`src/rtl/alu_cmd_sequencer.sv`:
```
// Command front-end for the ALU: buffers commands in a FIFO, issues them one at a
// time on registered drive lines and holds each tagged result until it is accepted.
module alu_cmd_sequencer #(
    parameter int unsigned N     = 4,
    parameter int unsigned M     = 8,
    parameter int unsigned K     = 8,
    parameter int unsigned DEPTH = 4,
    parameter int unsigned TW    = 3
) (
    input  logic          i_clk,
    input  logic          i_reset,
    input  logic          i_cmd_valid,
    output logic          o_cmd_ready,
    input  logic [N-1:0]  i_cmd_op,
    input  logic [M-1:0]  i_cmd_A,
    input  logic [M-1:0]  i_cmd_B,
    output logic [TW-1:0] o_cmd_tag,
    output logic [N-1:0]  o_alu_op,
    output logic [M-1:0]  o_alu_A,
    output logic [M-1:0]  o_alu_B,
    input  logic [K-1:0]  i_alu_result,
    input  logic [3:0]    i_alu_status,
    output logic          o_res_valid,
    input  logic          i_res_ready,
    output logic [K-1:0]  o_result,
    output logic [3:0]    o_status,
    output logic [TW-1:0] o_res_tag,
    output logic          o_busy
);

    localparam int unsigned AW = $clog2(DEPTH);
    localparam int unsigned CW = AW + 1;
    localparam int unsigned EW = N + 2 * M + TW;

    typedef enum logic [1:0] {S_IDLE, S_WAIT, S_CAPT, S_HOLD} state_t;

    logic [EW-1:0] mem_q [DEPTH];
    logic [AW-1:0] wr_ptr_q, rd_ptr_q;
    logic [CW-1:0] count_q;
    logic [TW-1:0] tag_q, iss_tag_q;
    state_t        state_q;

    logic [N-1:0]  alu_op_q;
    logic [M-1:0]  alu_a_q, alu_b_q;
    logic          res_valid_q;
    logic [K-1:0]  result_q;
    logic [3:0]    status_q;
    logic [TW-1:0] res_tag_q;

    logic push_c, pop_c, empty_c;

    assign empty_c     = (count_q == '0);
    assign o_cmd_ready = (count_q != CW'(DEPTH));
    assign push_c      = i_cmd_valid && o_cmd_ready;
    // Issue from IDLE, or straight out of HOLD on the accept edge.
    assign pop_c       = !empty_c && ((state_q == S_IDLE) ||
                                      ((state_q == S_HOLD) && i_res_ready));

    assign o_cmd_tag   = tag_q;
    assign o_alu_op    = alu_op_q;
    assign o_alu_A     = alu_a_q;
    assign o_alu_B     = alu_b_q;
    assign o_res_valid = res_valid_q;
    assign o_result    = result_q;
    assign o_status    = status_q;
    assign o_res_tag   = res_tag_q;
    assign o_busy      = !empty_c || (state_q != S_IDLE);

    // FIFO storage needs no reset; occupancy is tracked by the pointers and count.
    always_ff @(posedge i_clk) begin
        if (push_c) begin
            mem_q[wr_ptr_q] <= {i_cmd_op, i_cmd_A, i_cmd_B, tag_q};
        end
    end

    always_ff @(posedge i_clk) begin
        if (!i_reset) begin
            wr_ptr_q    <= '0;
            rd_ptr_q    <= '0;
            count_q     <= '0;
            tag_q       <= '0;
            iss_tag_q   <= '0;
            state_q     <= S_IDLE;
            alu_op_q    <= '0;
            alu_a_q     <= '0;
            alu_b_q     <= '0;
            res_valid_q <= 1'b0;
            result_q    <= '0;
            status_q    <= '0;
            res_tag_q   <= '0;
        end else begin
            count_q <= count_q + CW'(push_c) - CW'(pop_c);
            if (push_c) begin
                wr_ptr_q <= wr_ptr_q + AW'(1);
                tag_q    <= tag_q + TW'(1);
            end
            if (pop_c) begin
                rd_ptr_q <= rd_ptr_q + AW'(1);
                {alu_op_q, alu_a_q, alu_b_q, iss_tag_q} <= mem_q[rd_ptr_q];
            end
            case (state_q)
                S_IDLE: if (pop_c) state_q <= S_WAIT;
                S_WAIT: state_q <= S_CAPT;
                S_CAPT: begin
                    result_q    <= i_alu_result;
                    status_q    <= i_alu_status;
                    res_tag_q   <= iss_tag_q;
                    res_valid_q <= 1'b1;
                    state_q     <= S_HOLD;
                end
                S_HOLD: begin
                    if (i_res_ready) begin
                        res_valid_q <= 1'b0;
                        state_q     <= pop_c ? S_WAIT : S_IDLE;
                    end
                end
                default: state_q <= S_IDLE;
            endcase
        end
    end

endmodule

```
`config.mk`:
```
export PLATFORM = sky130hd
export DESIGN_NAME = alu_cmd_sequencer
export DESIGN_NICKNAME = d
export VERILOG_FILES = /design/src/rtl/alu_cmd_sequencer.sv
export SDC_FILE = /design/constraint.sdc
export NUM_CORES = 1
export LEC_CHECK = 0
export CORE_AREA = 2 2 101 103
export DETAILED_ROUTE_END_ITERATION = 10
export DIE_AREA = 0 0 103 105
export PLACE_DENSITY_LB_ADDON = 0.12
export SYNTH_ARGS = -nofsm -noshare
export SYNTH_HDL_FRONTEND = slang
export SYNTH_SLANG_ARGS = --single-unit
export TNS_END_PERCENT = 5
```
`constraint.sdc`:
```
create_clock -name i_clk -period 5.35 [get_ports i_clk]
set_input_delay 0.8025 -clock i_clk [delete_from_list [all_inputs] [get_ports i_clk]]
set_output_delay 0.8025 -clock i_clk [all_outputs]
set_load 0.01 [all_outputs]
```
# Word-level counts from Yosys, hierarchy flattened
# Memory sizes are Yosys's and may differ from the RTL's. A register that Yosys moved wholly into a read port is not among the register bits.
# Cells that the tools add are included.
[totals]
mem_bits_rw = 92
out_inout_bits = 41
n_memories = 1
inputBits = 36
reg_bits = 28
[memory_table]
columns = ["memory", "depth", "width", "read_ports", "rd_ports_with_merged_regs", "write_ports", "line", "source"]
rows = [
  ["mem_q", 4, 23, 1, 1, 1, "37", "logic [EW-1:0] mem_q [DEPTH];"],
]
[op_classes]
add_sub_neg = 5
reduce_logical = 13
n_mux = 8
eq_ne = 6
[ops]
columns = ["op", "n"]
rows = [
  ["$pmux W2 S4", 1],
  ["$add A2 B1 Y2 const B", 2],
  ["$eq A2 B2 Y1 const B", 2],
  ["$mux W1", 4],
  ["$mux W2", 2],
  ["$ne A2 B2 Y1 const B", 2],
  ["$reduce_and A2 Y1", 2],
  ["$reduce_bool A2 Y1", 2],
  ["$add A3 B1 Y3", 1],
  ["$add A3 B1 Y3 const B", 1],
  ["$logic_and A1 B1 Y1", 3],
  ["$logic_not A3 Y1", 1],
  ["$ne A3 B3 Y1 const B", 1],
  ["$sub A3 B1 Y3", 1],
  ["$eq A2 B1 Y1 const B", 1],
  ["$logic_not A1 Y1", 2],
  ["$logic_not A2 Y1", 1],
  ["$logic_or A1 B1 Y1", 2],
  ["$pmux W1 S2", 1],
]

# Logic depth before layout (Yosys ltp)
[logic_depth]
word_depth = 7
mapped_depth = 13
mapped_depth_nobuf = 12

# Worst setup path before layout
# No wires, ideal clock.
[synth_path]
path_type = "input to register"
startpoint = "in i_res_ready"
endpoint = "reg count_q[2]"
path_slack_ns = 2.625
arrival_time_ns = 2.647
required_ns = 5.272
cell_stages = 11
n_path_buf = 1
cell_sequence = "a21oi_1 > nor2_1 > buf_2 > ha_1 > inv_1 > ha_1 > inv_1 > fa_1 > xor2_1 > and2_1 > nor3_1"
[synth_via]
elab_chain_len = 4
[synth_rtl]
columns = ["element", "line", "source"]
rows = [
  ["start, declared", "24", "input logic i_res_ready,"],
  ["$logic_and A1 B1 Y1", "57", "((state_q == S_HOLD) && i_res_ready));"],
  ["$logic_or A1 B1 Y1", "56", "assign pop_c = !empty_c && ((state_q == S_IDLE) ||"],
  ["$logic_and A1 B1 Y1", "56", ""],
  ["via pop_c", "50", "logic push_c, pop_c, empty_c;"],
  ["$sub A3 B1 Y3", "92", "count_q <= count_q + CW'(push_c) - CW'(pop_c);"],
  ["end signal, assigned", "92", ""],
  ["end, declared", "39", "logic [CW-1:0] count_q;"],
]
# The timed path passes the listed nets, and every way through them passes these cells.
# A chain may end at the register's enable or synchronous reset.

# Worst setup path after layout
[layout_path]
startpoint = "in i_res_ready"
endpoint = "reg count_q[2]"
[layout_via]
elab_chain_len = 4
[layout_rtl]
columns = ["element", "line"]
rows = [
  ["$logic_and A1 B1 Y1", "57"],
  ["$logic_or A1 B1 Y1", "56"],
  ["$logic_and A1 B1 Y1", "56"],
  ["$sub A3 B1 Y3", "92"],
]
# Every way passes these cells.

==> results by group <==
Timing
  – Setup TNS: 0 ns
  – Hold Vio Cnt, Final: 0
  – Setup Viol. Count Final: 0
  – Min Tclk post-route: about 3.4 ns
  – RSZ-0062 raised after global routing: no
  – Max-slew headroom: 0.2227
  – Maximum operating frequency: ~290 MHz
  – Fin. max-slew vios: 0
  – Final period util: 0.6418
  – Worst-margin pin slew: 1.165 ns
  – Clk_skew: approximately 0.010 ns

Route
  – Total Wirelength: between 9000 and 10000 um
  – DRC viols: 0
  – WL/cell: roughly 17 um
  – Initial detailed-routing violation count: 197
  – Avg Vias per Cell: between 5 and 6
  – Initial DRT Pass Iterations: 4
  – Detailed-route via count: 3068
  – Routed Antenna Nets: 0

Power
  – P per Cell Area: 500.6 nW/um^2
  – Maximum VDD drop: 355.7 uV
  – Static leakage: about 0.0024 uW

Clocking
  – Number of buffers created by CTS: 17
  – Hold_buf cts: 0
  – Worst-Skew Late Latency: 0.51 ns
  – # H-tree levels: 4
  – CTS clk-pin slew, worst paths: approximately 0.06 ns
  – Post-CTS sizing: 0
  – Clk root buf: clkbuf_8
  – Sink Count: 143
  – Clock Path Buffers: 2
  – Clock tree from TritonCTS: done
  – Postcts setup bufs: 0

Final layout
  – Share of cells above drive strength 1: 0.1296
  – Final net count: around 470
  – Non-Filler Instances: 565
  – Filler instances: ~660
  – Most frequent cells in the layout: 92 x edfxtp_1, 76 x clkdlybuf4s50_1, 50 x dfxtp_1
  – Flip-flop and latch area: approximately 3800 um^2
  – Area Overhead vs Synth: 27.21%
  – Area of the multi-input gates: 1549 um^2
  – Antenna diode count: 0
  – Commonest non-fill, non-tap cell in the layout: edfxtp_1

Logic synthesis
  – Syn Inst Count: ~340
  – Syn Area/Cell: 16.29 um^2
  – Synthesized Nets: roughly 380
  – Post-synthesis register bit count: 143
  – Seq/Total Area, Yosys: 0.6914
  – Synthesized area: 5473 um^2
  – Post-synth cell types: 34
  – Syn. warnings: 0

Job
  – # Max-Cap Violations: 0

Critical path
  – Reg2reg setup slack: just over 2 ns
  – Buffers & Inverters on Critical Path: 3
  – Slowest cell on crit path: nor2_2
  – Kind of critical path: in2reg
  – CP Cell Sequence: clkdlybuf4s50_1, a21oi_1, nor2_2, ha_1, inv_1, ha_1, inv_1, fa_1, xor2_1, and2_1, nor3_1
  – Crit Path Max Fanout: 24
  – Reg2Reg Depth: 11
  – Cell family with most CP delay: simple AND/OR/NAND/NOR gates
  – Reg2reg end: count_q[2]$_SDFF_PN0_
  – Worst Setup End Kind: flop
  – Critical Path RT: between 5 and 6 ns
  – Crit-path max cell delay: around 0.92 ns
  – CP Launch Type: primary input
  – WP data arrival: between 3 and 4 ns
  – Critical R2R Launch: state_q[1]$_SDFFE_PN0P_

Min path
  – Hold path start: o_alu_op[1]$_SDFFE_PN0P_
  – Hold Crit Class: reg2reg
  – Hold path depth: 2
  – Hold-critical path endpoint: o_alu_op[1]$_SDFFE_PN0P_

Placement
  – DP HPWL: a little under 6000 um
  – Port buffer count: 76
  – Placed insts: approximately 530
  – Final GP Congestion: between 0.7 and 0.8

Outcome
  – Status: complete, no violations

Global route
  – GRT overflow: 0
  – Vias in the first global route: ~3100
  – GRT Overall Usage: 0.1981
  – Largest net degree at the start of global routing: 29
  – First-pass GRT wire length: 15850 um
  – Initial antenna violation count: 0

Floorplan
  – Total Die Area: 10820 um^2
  – Core footprint: 9639 um^2
  – Ports: a little under 80
  – Die Wd: 103 um
  – Die H: 105 um
  – Row count: 36
  – Starting density of the core: 0.5678
==> synthesized netlist by cell type <==
cell	number	share of area
or4b_1	1	0.0018
edfxtp_1	92	0.50
nor2b_1	2	0.0023
a21oi_1	9	0.0082
inv_2	3	0.0021
nor3_2	2	0.0037
nand2_1	26	0.018
o21ai_0	6	0.0055
nor3b_2	1	0.0023
buf_4	1	0.0014
ha_1	11	0.025
and3_1	5	0.0057
xor2_1	1	0.0016
nand3_1	4	0.0037
o31ai_1	3	0.0041
nor4b_2	1	0.0027
mux2i_1	16	0.029
dfxtp_1	51	0.19
mux4_2	11	0.045
nor2_1	20	0.014
o2bb2ai_1	23	0.037
buf_12	1	0.0037
buf_2	10	0.0091
buf_6	1	0.0021
mux4_1	12	0.058
nor3_1	1	0.00091
nand2b_1	2	0.0023
fa_1	1	0.0037
clkbuf_1	5	0.0034
nand3b_1	1	0.0014
inv_1	8	0.0055
or4_1	1	0.0014
and2_1	2	0.0023
or3_1	2	0.0023
==> kinds of logic (layout without fill, tap and decap cells) <==
family / after synthesis / after routing / share of synthesized area
AOI/OAI and AO/OA: 41 / 41 / 0.05464
xor gates and xnor gates: 1 / 1 / 0.001601
adders and majority gates: 12 / 12 / 0.02881
buffers and inverters: 29 / 125 / 0.02721
DFF: 143 / 143 / 0.6914
muxes: 39 / 39 / 0.1321
and+or+nand+nor: 71 / 71 / 0.06424
==> worst register-to-register path, cell delays in order, from the launching register on <==
cell and delay (ns):
dfxtp_1 0.39, ha_1 0.26, a21oi_1 0.21, nor2_2 0.92
ha_1 0.40, inv_1 0.05, ha_1 0.12, inv_1 0.05
fa_1 0.37, xor2_1 0.16, and2_1 0.17, nor3_1 0.12
==> power by group <==
group / total [uW] / internal (uW) / leakage [uW] / switching (uW)
Sequential: 1490 / 1370 / 0.00126 / 125
Clock: 1170 / 732 / 0.000300 / 439
Combinational: 819 / 429 / 0.000847 / 390
Total: 3480 / 2530 / 0.00241 / 954
==> per-stage QoR <==
step | hold slack [ns] | util | instance area (um^2) | power, uW | worst slack (ns)
CTS | 0.4604 | 0.7222 | 6962 | 3524 | 1.939
finish | 0.4565 | 0.7222 | 6962 | 3485 | 1.916
global placement | 0.4478 | 0.6585 | 6347 | 2310 | 1.480
detailed placement | 0.4519 | 0.6585 | 6347 | 2341 | 1.440
floorplan | 0.4416 | - | 5473 | 1991 | 2.625
global route | 0.4891 | 0.7222 | 6962 | 3662 | 1.681
==> final cells by class <==
class | count | share of cell area
clock buffer | 23 | 0.07495
clock inverter | 9 | 0.01330
inverter | 11 | 0.005931
multi-input combinational | 164 | 0.2225
sequential | 143 | 0.5437
tap | 133 | 0.02390
timing repair buffer | 82 | 0.1157
==> worst max path at each step <==
| stage | slack, ns | cells past startpoint | endpoint | from |
|---|---|---|---|---|
| floorplan | 2.62 | 11 | count_q[2]$_SDFF_PN0_ | i_res_ready |
| global placement | 1.48 | 11 | count_q[2]$_SDFF_PN0_ | i_res_ready |
| detailed placement | 1.44 | 11 | count_q[2]$_SDFF_PN0_ | i_res_ready |
| CTS | 1.94 | 11 | count_q[2]$_SDFF_PN0_ | i_res_ready |
| global route | 1.68 | 11 | count_q[2]$_SDFF_PN0_ | i_res_ready |
| finish | 1.92 | 11 | count_q[2]$_SDFF_PN0_ | i_res_ready |
==> sequential cells by signal (all words and copies together) (netlist names), 4 cells and up <==
register	count
mem_q	92
o_alu_A	8
o_alu_B	8
o_result	8
o_alu_op	4
o_status	4
==> layer usage <==
layer / vias up / global-route usage / routed length, um
met5: - / 0 / 0
met4: 0 / 0.06015 / 101
met3: 11 / 0.05351 / 583
met2: 92 / 0.3349 / 5085
met1: 1511 / 0.2478 / 4096
li1: 1454 / - / -
Note: power is estimated with default switching activity, not from simulation.
